==> config.mk <==
export PLATFORM = sky130hd
export DESIGN_NAME = regfile_sequencer
export DESIGN_NICKNAME = d
export VERILOG_FILES = /design/src/rtl/regfile_seq_pkg.sv /design/src/rtl/regfile_sequencer.sv
export SDC_FILE = /design/constraint.sdc
export NUM_CORES = 1
export LEC_CHECK = 0
export BUFFER_PORTS_ARGS = -buffer_cell sky130_fd_sc_hd__buf_4
export CORE_ASPECT_RATIO = 1.5
export CORE_MARGIN = 2
export CORE_UTILIZATION = 34
export DETAILED_ROUTE_END_ITERATION = 10
export PLACE_DENSITY = 0.58
export SETUP_SLACK_MARGIN = 0.4
export SLEW_MARGIN = 20
export SYNTH_ARGS = -nofsm -noshare
export SYNTH_HDL_FRONTEND = slang
export SYNTH_SLANG_ARGS = --single-unit
==> constraint.sdc <==
create_clock -name Clk -period 3.73 [get_ports Clk]
set_input_delay 0.5595 -clock Clk [delete_from_list [all_inputs] [get_ports Clk]]
set_output_delay 0.5595 -clock Clk [all_outputs]
set_load 0.02 [all_outputs]
==> src/rtl/regfile_seq_pkg.sv <==
// Shared constants for the register-file command sequencer:
// register file geometry, command opcodes and FSM state encoding.
package regfile_seq_pkg;

  localparam int DATA_W = 32;
  localparam int ADDR_W = 5;
  localparam int NUM_REGS = 1 << ADDR_W;

  typedef enum logic [1:0] {
    OP_LOADI = 2'b00,
    OP_COPY  = 2'b01,
    OP_SWAP  = 2'b10,
    OP_ADD   = 2'b11
  } op_e;

  typedef enum logic [1:0] {
    S_IDLE   = 2'b00,
    S_READ   = 2'b01,
    S_WRITE1 = 2'b10,
    S_WRITE2 = 2'b11
  } state_e;

endpackage

==> src/rtl/regfile_sequencer.sv <==
// Command sequencer in front of a 2R1W register file. Executes LOADI, COPY,
// SWAP and ADD as short read/write sequences, one command at a time.
// Operands are captured in holdA/holdB during READ, so every write uses
// pre-command values even when the destination aliases a source.
module regfile_sequencer
  import regfile_seq_pkg::*;
(
  input  logic              Clk,
  input  logic              Reset,
  input  logic              CmdValid,
  output logic              CmdReady,
  input  logic [1:0]        CmdOp,
  input  logic [ADDR_W-1:0] CmdRs,
  input  logic [ADDR_W-1:0] CmdRt,
  input  logic [ADDR_W-1:0] CmdRd,
  input  logic [DATA_W-1:0] CmdImm,
  output logic              Done,
  output logic [ADDR_W-1:0] ReadRegister1,
  output logic [ADDR_W-1:0] ReadRegister2,
  input  logic [DATA_W-1:0] ReadData1,
  input  logic [DATA_W-1:0] ReadData2,
  output logic [ADDR_W-1:0] WriteRegister,
  output logic [DATA_W-1:0] WriteData,
  output logic              RegWrite
);

  state_e            state_q, state_d;
  op_e               op_q;
  logic [ADDR_W-1:0] rd_q;
  logic [DATA_W-1:0] imm_q;
  logic [DATA_W-1:0] hold_a, hold_b;

  logic              accept;
  logic              wr_en;
  logic              fin;
  logic [ADDR_W-1:0] wr_addr;
  logic [DATA_W-1:0] wr_data;

  assign CmdReady = (state_q == S_IDLE);
  assign accept   = CmdValid & CmdReady;

  // State register
  always_ff @(posedge Clk) begin
    if (Reset) state_q <= S_IDLE;
    else       state_q <= state_d;
  end

  // Command latch (rs/rt live directly in the read-address registers) and
  // operand capture at the end of READ
  always_ff @(posedge Clk) begin
    if (Reset) begin
      op_q          <= OP_LOADI;
      ReadRegister1 <= '0;
      ReadRegister2 <= '0;
      rd_q          <= '0;
      imm_q         <= '0;
      hold_a        <= '0;
      hold_b        <= '0;
    end else begin
      if (accept) begin
        op_q          <= op_e'(CmdOp);
        ReadRegister1 <= CmdRs;
        ReadRegister2 <= CmdRt;
        rd_q          <= CmdRd;
        imm_q         <= CmdImm;
      end
      if (state_q == S_READ) begin
        hold_a <= ReadData1;
        hold_b <= ReadData2;
      end
    end
  end

  // Next state and write-port selection
  always_comb begin
    state_d = state_q;
    wr_en   = 1'b0;
    fin     = 1'b0;
    wr_addr = '0;
    wr_data = '0;
    case (state_q)
      S_IDLE: begin
        if (accept)
          state_d = (CmdOp == OP_LOADI) ? S_WRITE1 : S_READ;
      end
      S_READ: begin
        state_d = S_WRITE1;
      end
      S_WRITE1: begin
        wr_en = 1'b1;
        case (op_q)
          OP_LOADI: begin wr_addr = rd_q;          wr_data = imm_q;           end
          OP_COPY:  begin wr_addr = rd_q;          wr_data = hold_a;          end
          OP_ADD:   begin wr_addr = rd_q;          wr_data = hold_a + hold_b; end
          OP_SWAP:  begin wr_addr = ReadRegister2; wr_data = hold_a;          end
          default:  begin wr_addr = '0;            wr_data = '0;              end
        endcase
        if (op_q == OP_SWAP) begin
          state_d = S_WRITE2;
        end else begin
          fin     = 1'b1;
          state_d = S_IDLE;
        end
      end
      S_WRITE2: begin
        wr_en   = 1'b1;
        fin     = 1'b1;
        wr_addr = ReadRegister1;
        wr_data = hold_b;
        state_d = S_IDLE;
      end
      default: state_d = S_IDLE;
    endcase
  end

  // Reset masks the write port so nothing commits at a reset edge
  always_comb begin
    RegWrite      = wr_en & ~Reset;
    Done          = fin & ~Reset;
    WriteRegister = Reset ? '0 : wr_addr;
    WriteData     = Reset ? '0 : wr_data;
  end

endmodule

==> key figures, run 1 <==
Run status
  • Status: finished clean

Yosys
  • Mapped Avg Cell Area: 7.019 sq um
  • Synth Flop Type: dfxtp_1
  • Synth Instances: 995
  • Sequential area share after synthesis: 32.96%
  • Synthesized cell area: 6984 sq um
  • Syn_nets: 1146
  • Number of synthesized flops with an enable pin: 0
  • Yosys reg bits: 115
  • Async SR Flop Fraction: 0%
  • Ys Warns: 0
  • Post-synth cell types: 66

Hold path
  • Worst Hold End: ReadRegister2[3]
  • Worst hold-check path type: in -> reg
  • Hold Path Depth: 3
  • Startpoint of the worst hold path: CmdRt[3]

Worst setup path
  • Startpoint types: flip-flop
  • CP max stage cell: or4_4
  • Setup slack, reg-to-reg: 1430 ps
  • Crit-path max FO: 2
  • Element type at the critical path end: primary output
  • CP required: 3170 ps
  • Buf+Inv Stages, Crit Path: 2
  • R2R depth: 6
  • Worst path arrival time: 3110 ps
  • RR Endpoint: op_q[0]
  • Crit-path cells: ha_4, inv_2, fa_2, nor2b_2, o2111a_1, or4_4, nand2_4, o211ai_4, a311o_1, a211o_1, o211ai_1, buf_4
  • Reg2Reg Launch Point: state_q[0]
  • Worst Setup SP: hold_a[0]
  • CP max stage delay: 510 ps
  • Worst path top cell family by delay: compound AO/OA/AOI/OAI gates
  • Kind of critical path: reg -> out

Floorplan
  • Die Ht: 179.5 um
  • Die width: 121.0 um
  • # rows: 64
  • I/O pins: 166
  • Core footprint: 20260 sq um
  • Die area: 21730 sq um
  • Starting Density: 34.47%

Placed design
  • DP Area: 8464 sq um
  • HPWL Detailed: 17160 um
  • Number of buffers added on ports: 165
  • GP Congestion: 0.9296
  • Pre-CTS setup slack: 297.9 ps

Route
  • Iter 0 DRT Violations: 356
  • Post-route ant nets: 0
  • Drt pass-1 iters: 5
  • WL/cell: 17.08 um
  • Remaining DRCs: 0
  • WL final: 24460 um
  • Drt via density: 5.256
  • Vias: 7526

Clock network
  • H-tree levels: 4
  • Num CTS Buffers: 17
  • CTS tree: done
  • CTS Sinks: 115
  • Clk pin slew, worst setup/hold paths: 60 ps
  • CTS Buffer Depth: 2
  • Skew-Pair Late Insertion Delay: 430 ps
  • Root Buffer: clkbuf_16

Timing
  • Tmin final: 3671 ps
  • Least-Margin Pin Slew: 714.2 ps
  • Slew Viols, Final: 0
  • Final worst-path cycle share: 98.41%
  • Setup WS post-layout: 59.31 ps
  • Maximum clock frequency: 272.4 MHz
  • Final hold violations: 0
  • Slew HR: 52.39%
  • Final Skew: 7.285 ps
  • RSZ-0062 raised after global routing: yes
  • Final setup fails: 0

GRT
  • Tot GR Track Use: 22.32%
  • Largest net degree at the start of global routing: 65
  • Total gr overflow: 0
  • Initial antenna violation count: 0
  • Number of global-route vias before repair: 7551
  • First-pass GRT wire length: 38340 um

Finish
  • Layout cells sized above 1: 27.91%
  • Fillers: 2058
  • Antenna diodes: 0
  • Post-route cell area: 9764 sq um
  • Most frequent cells in the layout: 272 x nand2_1, 197 x buf_4, 173 x a21oi_1
  • Layout area overhead: 39.81%
  • Sequential standard cell area: 2320 sq um
  • Final core utilization: 48.20%
  • Fin nets: 1306
  • Most common cell after layout, fill and taps aside: nand2_1
  • Area of the multi-input gates: 4817 sq um

Flow run
  • Max-cap check violation count: 0

Pwr
  • Switch share: 30.70%
  • Leakage: 0.003987 uW
  • Internal Power: 2596 uW
  • Sw Pwr: 1150 uW
  • Power Density: 383.7 nW/um^2
  • Peak VDD IR: 0.3147 mV
  • Register share of total power: 36.7%
  • Combinational power share: 19.5%
  • Part of the power in the clock network: 43.8%
==> layer usage <==
metal	global-route usage (%)	part of all wire, %	vias to the layer above
met3	4.283	4.9	42
met5	0	0	-
met1	26.11	41	3506
met4	8.093	2.5	0
met2	39.78	52	194
li1	-	-	3784
==> registers in the layout, indices dropped and copies added (netlist names) <==
signal and cells:
ReadRegister1 5, ReadRegister2 5, hold_a 32, hold_b 32, imm_q 32, op_q 2, rd_q 5, state_q 2
==> area by class of cell <==
cell class	instances	area share, %
flip-flops and latches	115	23.76
well taps	264	3.383
clock buffers	18	4.395
multi-input cells	792	49.33
inverters	18	0.6920
repair buffers	211	16.85
clock inverters	14	1.589
==> stage by stage <==
stage	total power (uW)	TNS, ps	hold WS, ps	std cells
after floorplan	1791	0	432.0	995
after global placement	2072	0	441.7	1376
after detailed placement	2076	0	446.7	1376
after CTS	3761	-56.24	361.8	1423
after global routing	3911	-317.7	370.6	1432
final	3746	0	371.7	1432
==> synth_stat cells, types with 2 or more instances <==
| cell | count | share of area [%] |
|---|---|---|
| nand2_1 | 273 | 15 |
| a21oi_1 | 180 | 13 |
| dfxtp_1 | 115 | 33 |
| clkbuf_1 | 62 | 3.3 |
| nor2_1 | 57 | 3.1 |
| o21ai_0 | 35 | 2.5 |
| ha_1 | 34 | 6.1 |
| nor3_1 | 23 | 1.6 |
| inv_1 | 17 | 0.91 |
| a21o_1 | 16 | 1.7 |
| nand3_1 | 15 | 1.1 |
| o211ai_1 | 14 | 1.5 |
| and3_1 | 12 | 1.1 |
| xnor2_1 | 12 | 1.5 |
| a221oi_1 | 10 | 1.3 |
| mux2i_1 | 10 | 1.4 |
| xor2_1 | 7 | 0.88 |
| and2_1 | 6 | 0.54 |
| o21bai_1 | 6 | 0.64 |
| a211oi_1 | 5 | 0.54 |
| a221o_1 | 5 | 0.72 |
| a31oi_1 | 5 | 0.45 |
| nor3b_1 | 5 | 0.54 |
| o22ai_1 | 5 | 0.45 |
| buf_1 | 4 | 0.21 |
| nand4_1 | 4 | 0.36 |
| o21a_1 | 4 | 0.43 |
| o31ai_1 | 4 | 0.43 |
| or3_1 | 4 | 0.36 |
| nor2b_1 | 3 | 0.27 |
| o21ai_1 | 3 | 0.21 |
| a211o_1 | 2 | 0.25 |
| a211oi_2 | 2 | 0.36 |
| a2bb2oi_1 | 2 | 0.25 |
| and4_1 | 2 | 0.25 |
| buf_4 | 2 | 0.21 |
==> worst register-to-register path: stages (launching register included) <==
cell and delay (ps):
dfxtp_2 630, buf_4 400, nor2_1 170, nand2_2 290, buf_4 460, nand2_1 120, a21oi_1 150
==> how the worst max path moves through the flow <==
stage                          endpoint  slack, ps  depth (start not counted)
after global placement    WriteData[31]        330                         10
after detailed placement  WriteData[31]        300                         10
after CTS                 WriteData[30]        -40                         12
final                     WriteData[30]         60                         12
after floorplan           WriteData[23]        610                         10
after global routing      WriteData[26]        -70                         14
==> repair_timing <==
action | CTS | global route
hold buffers | 0 | 0
gates resized for setup | 76 | 30
endpoints found under the setup margin | 25 | 25
buffers inserted | 15 | 9
pin swaps | 42 | 33
==> power by group through the flow <==
stage / combinational, uW / sequential [uW] / clock [uW]
4_1_cts: 718 / 1370 / 1670
2_1_floorplan: 414 / 1380 / 0
3_3_place_gp: 681 / 1390 / 0
6_report: 731 / 1370 / 1640
3_5_place_dp: 683 / 1390 / 0
5_1_grt: 804 / 1380 / 1720
==> logic make-up (layout without fill, tap and decap cells) <==
group                    count (synthesis)  in the layout  synth area share [%]
multiplexers                            11             11                 1.594
XOR/XNOR                                19             19                 2.383
AO/OA/AOI/OAI                          312            312                 26.62
buffers and inverters                   88            261                 4.998
AND/OR/NAND/NOR                        415            415                 25.06
adder cells (fa/ha/maj)                 35             35                 6.378
flip-flops                             115            115                 32.96
(Power assumes the default switching activity.)
==> inputs of run 2 (changes only) <==
--- a/config.mk
+++ b/config.mk
@@ -10,6 +10,7 @@
 export CORE_MARGIN = 2
 export CORE_UTILIZATION = 34
 export DETAILED_ROUTE_END_ITERATION = 10
+export MAX_ROUTING_LAYER = met4
 export PLACE_DENSITY = 0.58
 export SETUP_SLACK_MARGIN = 0.4
 export SLEW_MARGIN = 20
==> run 2 against run 1 <==
  * Global-route usage is 0.66 points higher
  * Worst setup slack improved by 2.4 ps
  * Critical path type unchanged
  * First-iteration DRC count fell by 0.84%
  * Largest cell class unchanged
  * Maximum frequency hardly changed
  * Hold slack better by 1.8 ps
==> key figures, run 2 (synthesis gave the netlist of run 1 again) <==
Finish
  • Layout cells sized above 1: 27.91%
  • Fillers: 2058
  • Layout area overhead: 39.81%
  • Fin nets: 1306
  • Most common cell after layout, fill and taps aside: nand2_1
  • Largest regs: hold_a: 32 flops, hold_b: 32 flops, imm_q: 32 flops
  • Final Non-Filler Cells: 1432
  • Sequential standard cell area: 2320 sq um
  • Antenna diodes: 0
  • Area of the multi-input gates: 4817 sq um
  • Most frequent cells in the layout: 272 x nand2_1, 197 x buf_4, 173 x a21oi_1

Timing
  • Final worst-path cycle share: 98.35%
  • Slew HR: 52.80%
  • Final setup fails: 0
  • Maximum clock frequency: 272.6 MHz
  • Final Skew: 7.490 ps
  • Tmin final: 3668 ps
  • Slew Viols, Final: 0
  • Least-Margin Pin Slew: 708.0 ps
  • Hold WS: 373.5 ps
  • RSZ-0062 raised after global routing: yes
  • Final hold violations: 0

Clock network
  • CTS Buffer Depth: 2
  • Root Buffer: clkbuf_16
  • Skew-Pair Late Insertion Delay: 430 ps
  • Num CTS Buffers: 17
  • H-tree levels: 4
  • CTS Sinks: 115
  • Clk pin slew, worst setup/hold paths: 60 ps
  • CTS tree: done

Floorplan
  • Die Ht: 179.5 um
  • I/O pins: 166
  • # rows: 64
  • Starting Density: 34.47%
  • Die area: 21730 sq um
  • Core footprint: 20260 sq um
  • Die width: 121.0 um

Flow run
  • Max-cap check violation count: 0

Worst setup path
  • Setup crit end: WriteData[28]
  • Top cell by count, worst path: buf_6
  • Setup slack, reg-to-reg: 1450 ps
  • Startpoint types: flip-flop
  • CP required: 3170 ps
  • Worst Setup SP: hold_a[0]
  • RR Endpoint: op_q[0]
  • Element type at the critical path end: primary output
  • Crit-path max FO: 3
  • Worst path arrival time: 3110 ps
  • CP max stage cell: or4_4
  • CP max stage delay: 510 ps
  • R2R depth: 6
  • Kind of critical path: reg -> out
  • Crit-path cells: ha_4, inv_2, fa_2, nor2b_2, o2111a_1, or4_4, nand2_4, o211ai_4, buf_6, buf_6, a31oi_4, mux2i_1, nand2_1, buf_6
  • Reg2Reg Launch Point: state_q[0]

GRT
  • Tot GR Track Use: 22.97%
  • First-pass GRT wire length: 38370 um
  • Initial antenna violation count: 0
  • Number of global-route vias before repair: 7550
  • Total gr overflow: 0
  • Largest net degree at the start of global routing: 65

Route
  • Drt pass-1 iters: 5
  • Post-route ant nets: 0
  • WL final: 24430 um
  • Iter 0 DRT Violations: 353
  • Drt via density: 5.272
  • Vias: 7550
  • WL/cell: 17.06 um
  • Remaining DRCs: 0

Pwr
  • Peak VDD IR: 0.3140 mV
  • Power Density: 383.8 nW/um^2
  • Leakage: 0.003987 uW

Hold path
  • Worst hold-check path type: in -> reg
  • Startpoint of the worst hold path: CmdRt[3]

Placed design
  • GP Congestion: 0.9493
  • Number of buffers added on ports: 165
  • Inst Count DP: 1376
  • HPWL Detailed: 17160 um

Run status
  • Status: finished clean
==> run 2: cell counts in the layout (fill, tap and decap cells not counted) <==
No cell type changed its count.
==> run 2: final cells by class <==
cell class,instances,area share [%]
timing repair buffer,211,16.85
clock inverter,14,1.589
clock buffer,18,4.395
sequential,115,23.76
tap,264,3.383
multi-input combinational,792,49.33
inverter,18,0.6920
==> run 2: metrics by stage <==
| step | setup TNS (ps) | instance area [sq um] | util, % | total power (uW) | setup slack [ps] |
|---|---|---|---|---|---|
| after floorplan | 0 | 6984 | - | 1791 | 606.1 |
| after global placement | 0 | 8464 | 41.78 | 2072 | 334.8 |
| after detailed placement | 0 | 8464 | 41.78 | 2076 | 297.9 |
| after CTS | -56.24 | 9567 | 47.22 | 3761 | -44.64 |
| after global routing | -300.7 | 9764 | 48.20 | 3910 | -65.52 |
| final | 0 | 9764 | 48.20 | 3747 | 61.71 |
==> run 2: timing repair <==
action,4_1_cts,5_1_grt
hold buffers,0,0
setup endpoints to repair,25,25
resized for setup,76,30
buffers inserted,15,9
pin swaps,42,33
==> run 2: layer usage <==
| layer | track usage [%] | routed length [um] |
|---|---|---|
| met2 | 39.71 | 12690 |
| met3 | 3.712 | 1094 |
| met1 | 26.58 | 10010 |
| met5 | - | 0 |
| met4 | 8.000 | 636 |
==> run 2: worst min-delay path by stage <==
stage | slack (ps) | endpoint | depth (start not counted)
floorplan | 430 | imm_q[14] | 2
global placement | 440 | imm_q[12] | 2
detailed placement | 450 | imm_q[0] | 2
CTS | 360 | rd_q[3] | 3
global route | 370 | hold_b[5] | 3
finish | 370 | ReadRegister2[3] | 3
==> run 2: critical path, delay by kind of cell (launching register included) <==
kind	cells	cell delay, ps
muxes	1	220
AOI/OAI and AO/OA	3	520
and+or+nand+nor	4	780
DFF	1	340
buffers and inverters	4	440
adders and majority gates	2	370
==> run 2: power by group <==
group	internal (uW)	total, uW	switching (uW)
clock	990	1640	655
combinational	302	730	428
sequential	1300	1370	68.5
total	2600	3750	1150
